### config.mk
export PLATFORM = sky130hd
export DESIGN_NAME = mem_wb_pipe
export DESIGN_NICKNAME = d
export VERILOG_FILES = /design/src/rtl/pipe_pkg.sv /design/src/rtl/load_extend.sv /design/src/rtl/mem_wb_pipe.sv
export SDC_FILE = /design/constraint.sdc
export NUM_CORES = 1
export LEC_CHECK = 0
export CAP_MARGIN = 15
export CORE_MARGIN = 4
export CORE_UTILIZATION = 34
export CTS_CLUSTER_DIAMETER = 100
export CTS_CLUSTER_SIZE = 8
export DETAILED_ROUTE_END_ITERATION = 16
export PLACE_DENSITY = 0.86
export RECOVER_POWER = 25
export SLEW_MARGIN = 20
export SYNTH_ARGS = -nofsm -noshare
export SYNTH_HDL_FRONTEND = slang
export SYNTH_SLANG_ARGS = --single-unit
### constraint.sdc
create_clock -name clk -period 2.2 [get_ports clk]
set_input_delay 0.55 -clock clk [delete_from_list [all_inputs] [get_ports clk]]
set_output_delay 0.55 -clock clk [all_outputs]
set_load 0.01 [all_outputs]
### src/rtl/pipe_pkg.sv
// pipe_pkg: shared definitions for the MEM/WB pipeline slice.
//   DW_DEF / AW_DEF   default datapath and register-address widths
//   LD_BYTE/HALF/WORD load-size encodings seen on in_ldsize
//   stage_t           per-stage record {valid, regwrite, rd, wdata} at default widths
package pipe_pkg;

    localparam int unsigned DW_DEF = 32;
    localparam int unsigned AW_DEF = 5;

    localparam logic [1:0] LD_BYTE = 2'b00;
    localparam logic [1:0] LD_HALF = 2'b01;
    localparam logic [1:0] LD_WORD = 2'b10;

    typedef struct packed {
        logic              valid;
        logic              regwrite;
        logic [AW_DEF-1:0] rd;
        logic [DW_DEF-1:0] wdata;
    } stage_t;

endpackage

### src/rtl/load_extend.sv
// load_extend: aligns a data-memory word by byte offset, then truncates to
// byte/half/word and sign- or zero-extends back to DW. Purely combinational.
//   memdata  in   DW  raw data-memory read word
//   ldsize   in   2   LD_BYTE / LD_HALF / LD_WORD (2'b11 behaves as word)
//   ldsign   in   1   1 = sign-extend sub-word loads
//   ldoff    in   2   byte offset within the word
//   data     out  DW  extended load result
module load_extend
    import pipe_pkg::*;
#(
    parameter int unsigned DW = DW_DEF
) (
    input  logic [DW-1:0] memdata,
    input  logic [1:0]    ldsize,
    input  logic          ldsign,
    input  logic [1:0]    ldoff,
    output logic [DW-1:0] data
);

    logic [DW-1:0] aligned;

    assign aligned = memdata >> {ldoff, 3'b000};

    always_comb begin
        data = aligned;
        case (ldsize)
            LD_BYTE: data = {{(DW-8){ldsign & aligned[7]}}, aligned[7:0]};
            LD_HALF: data = {{(DW-16){ldsign & aligned[15]}}, aligned[15:0]};
            LD_WORD: data = aligned;
            default: data = aligned;
        endcase
    end

endmodule

### src/rtl/mem_wb_pipe.sv
// mem_wb_pipe: parametrised MEM/WB pipeline register with valid tracking,
// stall, flush, pre-register writeback select and youngest-first forwarding.
// Optional macro MEM_WB_LOAD_EXT_EN inserts load_extend on the memory path.
//   clk, rst                 clock; synchronous active-high reset
//   stall, flush             hold all stages / invalidate all stages (flush wins)
//   in_*                     MEM-stage instruction fields
//   fwd_rs -> fwd_hit/data   forwarding lookup across all in-flight stages
//   out_*                    last-stage register-file write port
module mem_wb_pipe
    import pipe_pkg::*;
#(
    parameter int unsigned DW     = DW_DEF,
    parameter int unsigned AW     = AW_DEF,
    parameter int unsigned STAGES = 1
) (
    input  logic          clk,
    input  logic          rst,
    input  logic          stall,
    input  logic          flush,
    input  logic          in_valid,
    input  logic          in_regwrite,
    input  logic          in_memtoreg,
    input  logic [DW-1:0] in_aluresult,
    input  logic [DW-1:0] in_memdata,
    input  logic [AW-1:0] in_rd,
    input  logic [1:0]    in_ldsize,
    input  logic          in_ldsign,
    input  logic [1:0]    in_ldoff,
    input  logic [AW-1:0] fwd_rs,
    output logic          fwd_hit,
    output logic [DW-1:0] fwd_data,
    output logic          out_valid,
    output logic          out_regwrite,
    output logic [AW-1:0] out_rd,
    output logic [DW-1:0] out_wdata
);

    // Same layout as pipe_pkg::stage_t, sized by this instance's parameters.
    typedef struct packed {
        logic          valid;
        logic          regwrite;
        logic [AW-1:0] rd;
        logic [DW-1:0] wdata;
    } rec_t;

    logic [DW-1:0] mem_val;
    rec_t          in_rec;
    rec_t          stg_q [STAGES];

`ifdef MEM_WB_LOAD_EXT_EN
    load_extend #(
        .DW (DW)
    ) u_load_extend (
        .memdata (in_memdata),
        .ldsize  (in_ldsize),
        .ldsign  (in_ldsign),
        .ldoff   (in_ldoff),
        .data    (mem_val)
    );
`else
    logic unused_ld;
    assign unused_ld = ^{in_ldsize, in_ldsign, in_ldoff};
    assign mem_val   = in_memdata;
`endif

    always_comb begin
        in_rec.valid    = in_valid;
        // x0 is hard-wired zero: never a write, never a forward source.
        in_rec.regwrite = in_valid & in_regwrite & (in_rd != '0);
        in_rec.rd       = in_rd;
        in_rec.wdata    = in_memtoreg ? mem_val : in_aluresult;
    end

    for (genvar k = 0; k < STAGES; k++) begin : g_stage
        rec_t src;
        if (k == 0) begin : g_head
            assign src = in_rec;
        end else begin : g_tail
            assign src = stg_q[k-1];
        end

        always_ff @(posedge clk) begin
            if (rst) begin
                stg_q[k] <= '0;
            end else if (flush) begin
                // rd/wdata deliberately hold; only the qualifiers are cleared.
                stg_q[k].valid    <= 1'b0;
                stg_q[k].regwrite <= 1'b0;
            end else if (!stall) begin
                stg_q[k] <= src;
            end
        end
    end

    // Walk oldest to youngest so the youngest match is the last to win.
    always_comb begin
        fwd_hit  = 1'b0;
        fwd_data = '0;
        for (int k = int'(STAGES) - 1; k >= 0; k--) begin
            if (stg_q[k].valid && stg_q[k].regwrite && (stg_q[k].rd == fwd_rs) &&
                (fwd_rs != '0)) begin
                fwd_hit  = 1'b1;
                fwd_data = stg_q[k].wdata;
            end
        end
    end

    assign out_valid    = stg_q[STAGES-1].valid;
    assign out_regwrite = stg_q[STAGES-1].valid & stg_q[STAGES-1].regwrite;
    assign out_rd       = stg_q[STAGES-1].rd;
    assign out_wdata    = stg_q[STAGES-1].wdata;

endmodule

==> out/metrics.csv <==
metric,value,unit
syn_area_per_cell,10.2,µm²
r2r_setup_slack,1.62,ns
viasPerCell,4.75,
end_kind,primary output,
status,finished with violations,
antenna_found_initial,0,
arrival,2.11,ns
period_share,1.21,
grt_pass1_vias,2537,
dieHeight,94.8,µm
numCtsBuffers,5,
postLayoutCoreUtil,0.639,
pre_cts_ws,-0.977,ns
final_antenna_net_count,0,
min_path_type,reg -> reg,
diodes,0,
final_common_cell,clkdlybuf4s50_1,
critPathLaunchType,flip-flop,
clock-sinks,39,
dp_hpwl,5960,µm
most-common-layout-cells,"111 x clkdlybuf4s50_1, 38 x edfxtp_1, 34 x nor2_1, 34 x buf_2, 32 x mux2i_1",
io_buffers,152,
ir_worst_vdd,0.206,mV
gp_congestion,0.795,
totalWireLength,8460,µm
worstMarginPinSlew,0.676,ns
grt_max_degree,33,
hold_viol_final,0,
failed_checks,negative setup slack,
start_util,0.351,
rsz0062_at_grt,yes,
grt_overflow_total,0,
cts_tree,yes,
path_max_fanout,5,
drive_above_1_share,0.310,
syn-num-nets,338,
vias,2368,
grtUsageTotal,0.188,
yosysSeqAreaShare,0.454,
drt_iter0_drc,67,
maxCapViolations,0,
clk_pin_slew,0.07,ns
finish.net_count,487,
drv_slew,0,
area_delta_synth_final,82.2,%
slew_headroom,0.549,
row_count,31,
synth_cell_type_count,25,
yosysWarningCount,0,
total_power,2.08,mW
setup_violations,33,
dr.pass1.iters,6,
p_leak,1.87,nW
reg_top3,stg_q (39),
clock.fmax,377,MHz
largest_register_ff_count,39,
fp.coreArea,7290,µm²
min_period,2.66,ns
clk_path_buf_depth,2,
die_x,94.8,µm
drt-wirelength-per-cell,16.9,µm
syn_inst,252,
die_area,8980,µm²
ios,158,
ys_ff_latch,39,
regMostFlops,stg_q,
root_buffer,clkbuf_8,
setup_slack,-0.456,ns
finalSetupTns,-11.98,ns
grt_pass1_wl,12900,µm
drc,0,
clk_latency,0.28,ns
whs,0.466,ns
synthesis.area,2560,µm²
p_per_area,447,nW/µm²
cts_max_level,2,
required,1.65,ns
worstSetupPathType,reg -> out,
fin_worst_skew,0,ns
## critical path: stages, from the launching register on
cell      delay [ns]
edfxtp_1        0.42
xor2_1          0.16
a2111o_2        0.52
buf_6           0.17
buf_8           0.13
nor4_4          0.26
buf_2           0.17
## power by group
part	total, mW	switching (mW)	internal [mW]
sequential	0.909	0.0308	0.879
clock	0.450	0.239	0.212
combinational	0.724	0.311	0.413
total	2.08	0.580	1.50
## timing repair
action / 4_1_cts / 5_1_grt
hold buffers: 0 / 0
setup endpoints to repair: 33 / 33
gates cloned: 6 / 0
gates resized for setup: 215 / 25
hold endpoints to repair: 0 / 0
buffers inserted: 15 / 6
pin swaps: 22 / 9
## stage by stage
| step | instance area, µm² | cells |
|---|---|---|
| after floorplan | 2560 | 252 |
| after global placement | 4040 | 467 |
| after detailed placement | 4040 | 467 |
| after CTS | 4490 | 494 |
| after global routing | 4660 | 499 |
| final | 4660 | 499 |
## cell usage after synthesis
cell type,number,area share
a21oi_4,1,0.0064
buf_6,3,0.013
nand2b_1,2,0.0049
or4_4,1,0.0044
edfxtp_1,38,0.45
xor2_1,2,0.0068
a2111o_1,1,0.0044
mux2i_1,32,0.13
or3_1,1,0.0024
nor4_2,10,0.049
buf_4,38,0.11
a211o_1,1,0.0034
a21boi_0,1,0.0029
and2_1,7,0.017
inv_1,21,0.031
dfxtp_1,1,0.0078
nand3_1,1,0.0020
buf_2,5,0.0098
xnor2_1,1,0.0034
nor3_1,3,0.0059
nand2_1,16,0.023
clkbuf_1,9,0.013
nor4_1,22,0.054
nor2_1,34,0.050
nor2b_1,1,0.0024
## kinds of logic after synthesis
kind of cell           Yosys count  share of synthesized area
XOR/XNOR                         3                     0.0103
AO/OA/AOI/OAI                    4                     0.0171
AND/OR/NAND/NOR                 98                      0.215
flip-flops                      39                      0.454
multiplexers                    32                      0.125
buffers and inverters           76                      0.178
## final timing paths
check | startpoint | endpoint | depth (start not counted)
worst max-delay path | stg_q[0][34]$_SDFFCE_PN0P_ | fwd_data[20] | 6
worst min-delay path | stg_q[0][37]$_SDFFE_PP0P_ | stg_q[0][37]$_SDFFE_PP0P_ | 2
worst max register to register | stg_q[0][37]$_SDFFE_PP0P_ | stg_q[0][37]$_SDFFE_PP0P_ | 2
worst min register to register | stg_q[0][37]$_SDFFE_PP0P_ | stg_q[0][37]$_SDFFE_PP0P_ | 2
## routing by layer
metal | share of wire | vias to the layer above | track usage
met5 | 0 | - | 0
met4 | 0.024 | 0 | 0.0649
met3 | 0.053 | 18 | 0.0263
met2 | 0.56 | 87 | 0.363
met1 | 0.36 | 1128 | 0.208
li1 | - | 1135 | -
## layout make-up
type                            instances  area [µm²]
Inverter                               21        78.8
Tap cell                               99         124
Clock buffer                            6        72.6
Sequential cell                        39        1160
Multi-Input combinational cell        137        1290
Timing Repair Buffer                  197        1930
Fill cell                             599        2630
Note: power is estimated with default switching activity, not from simulation.
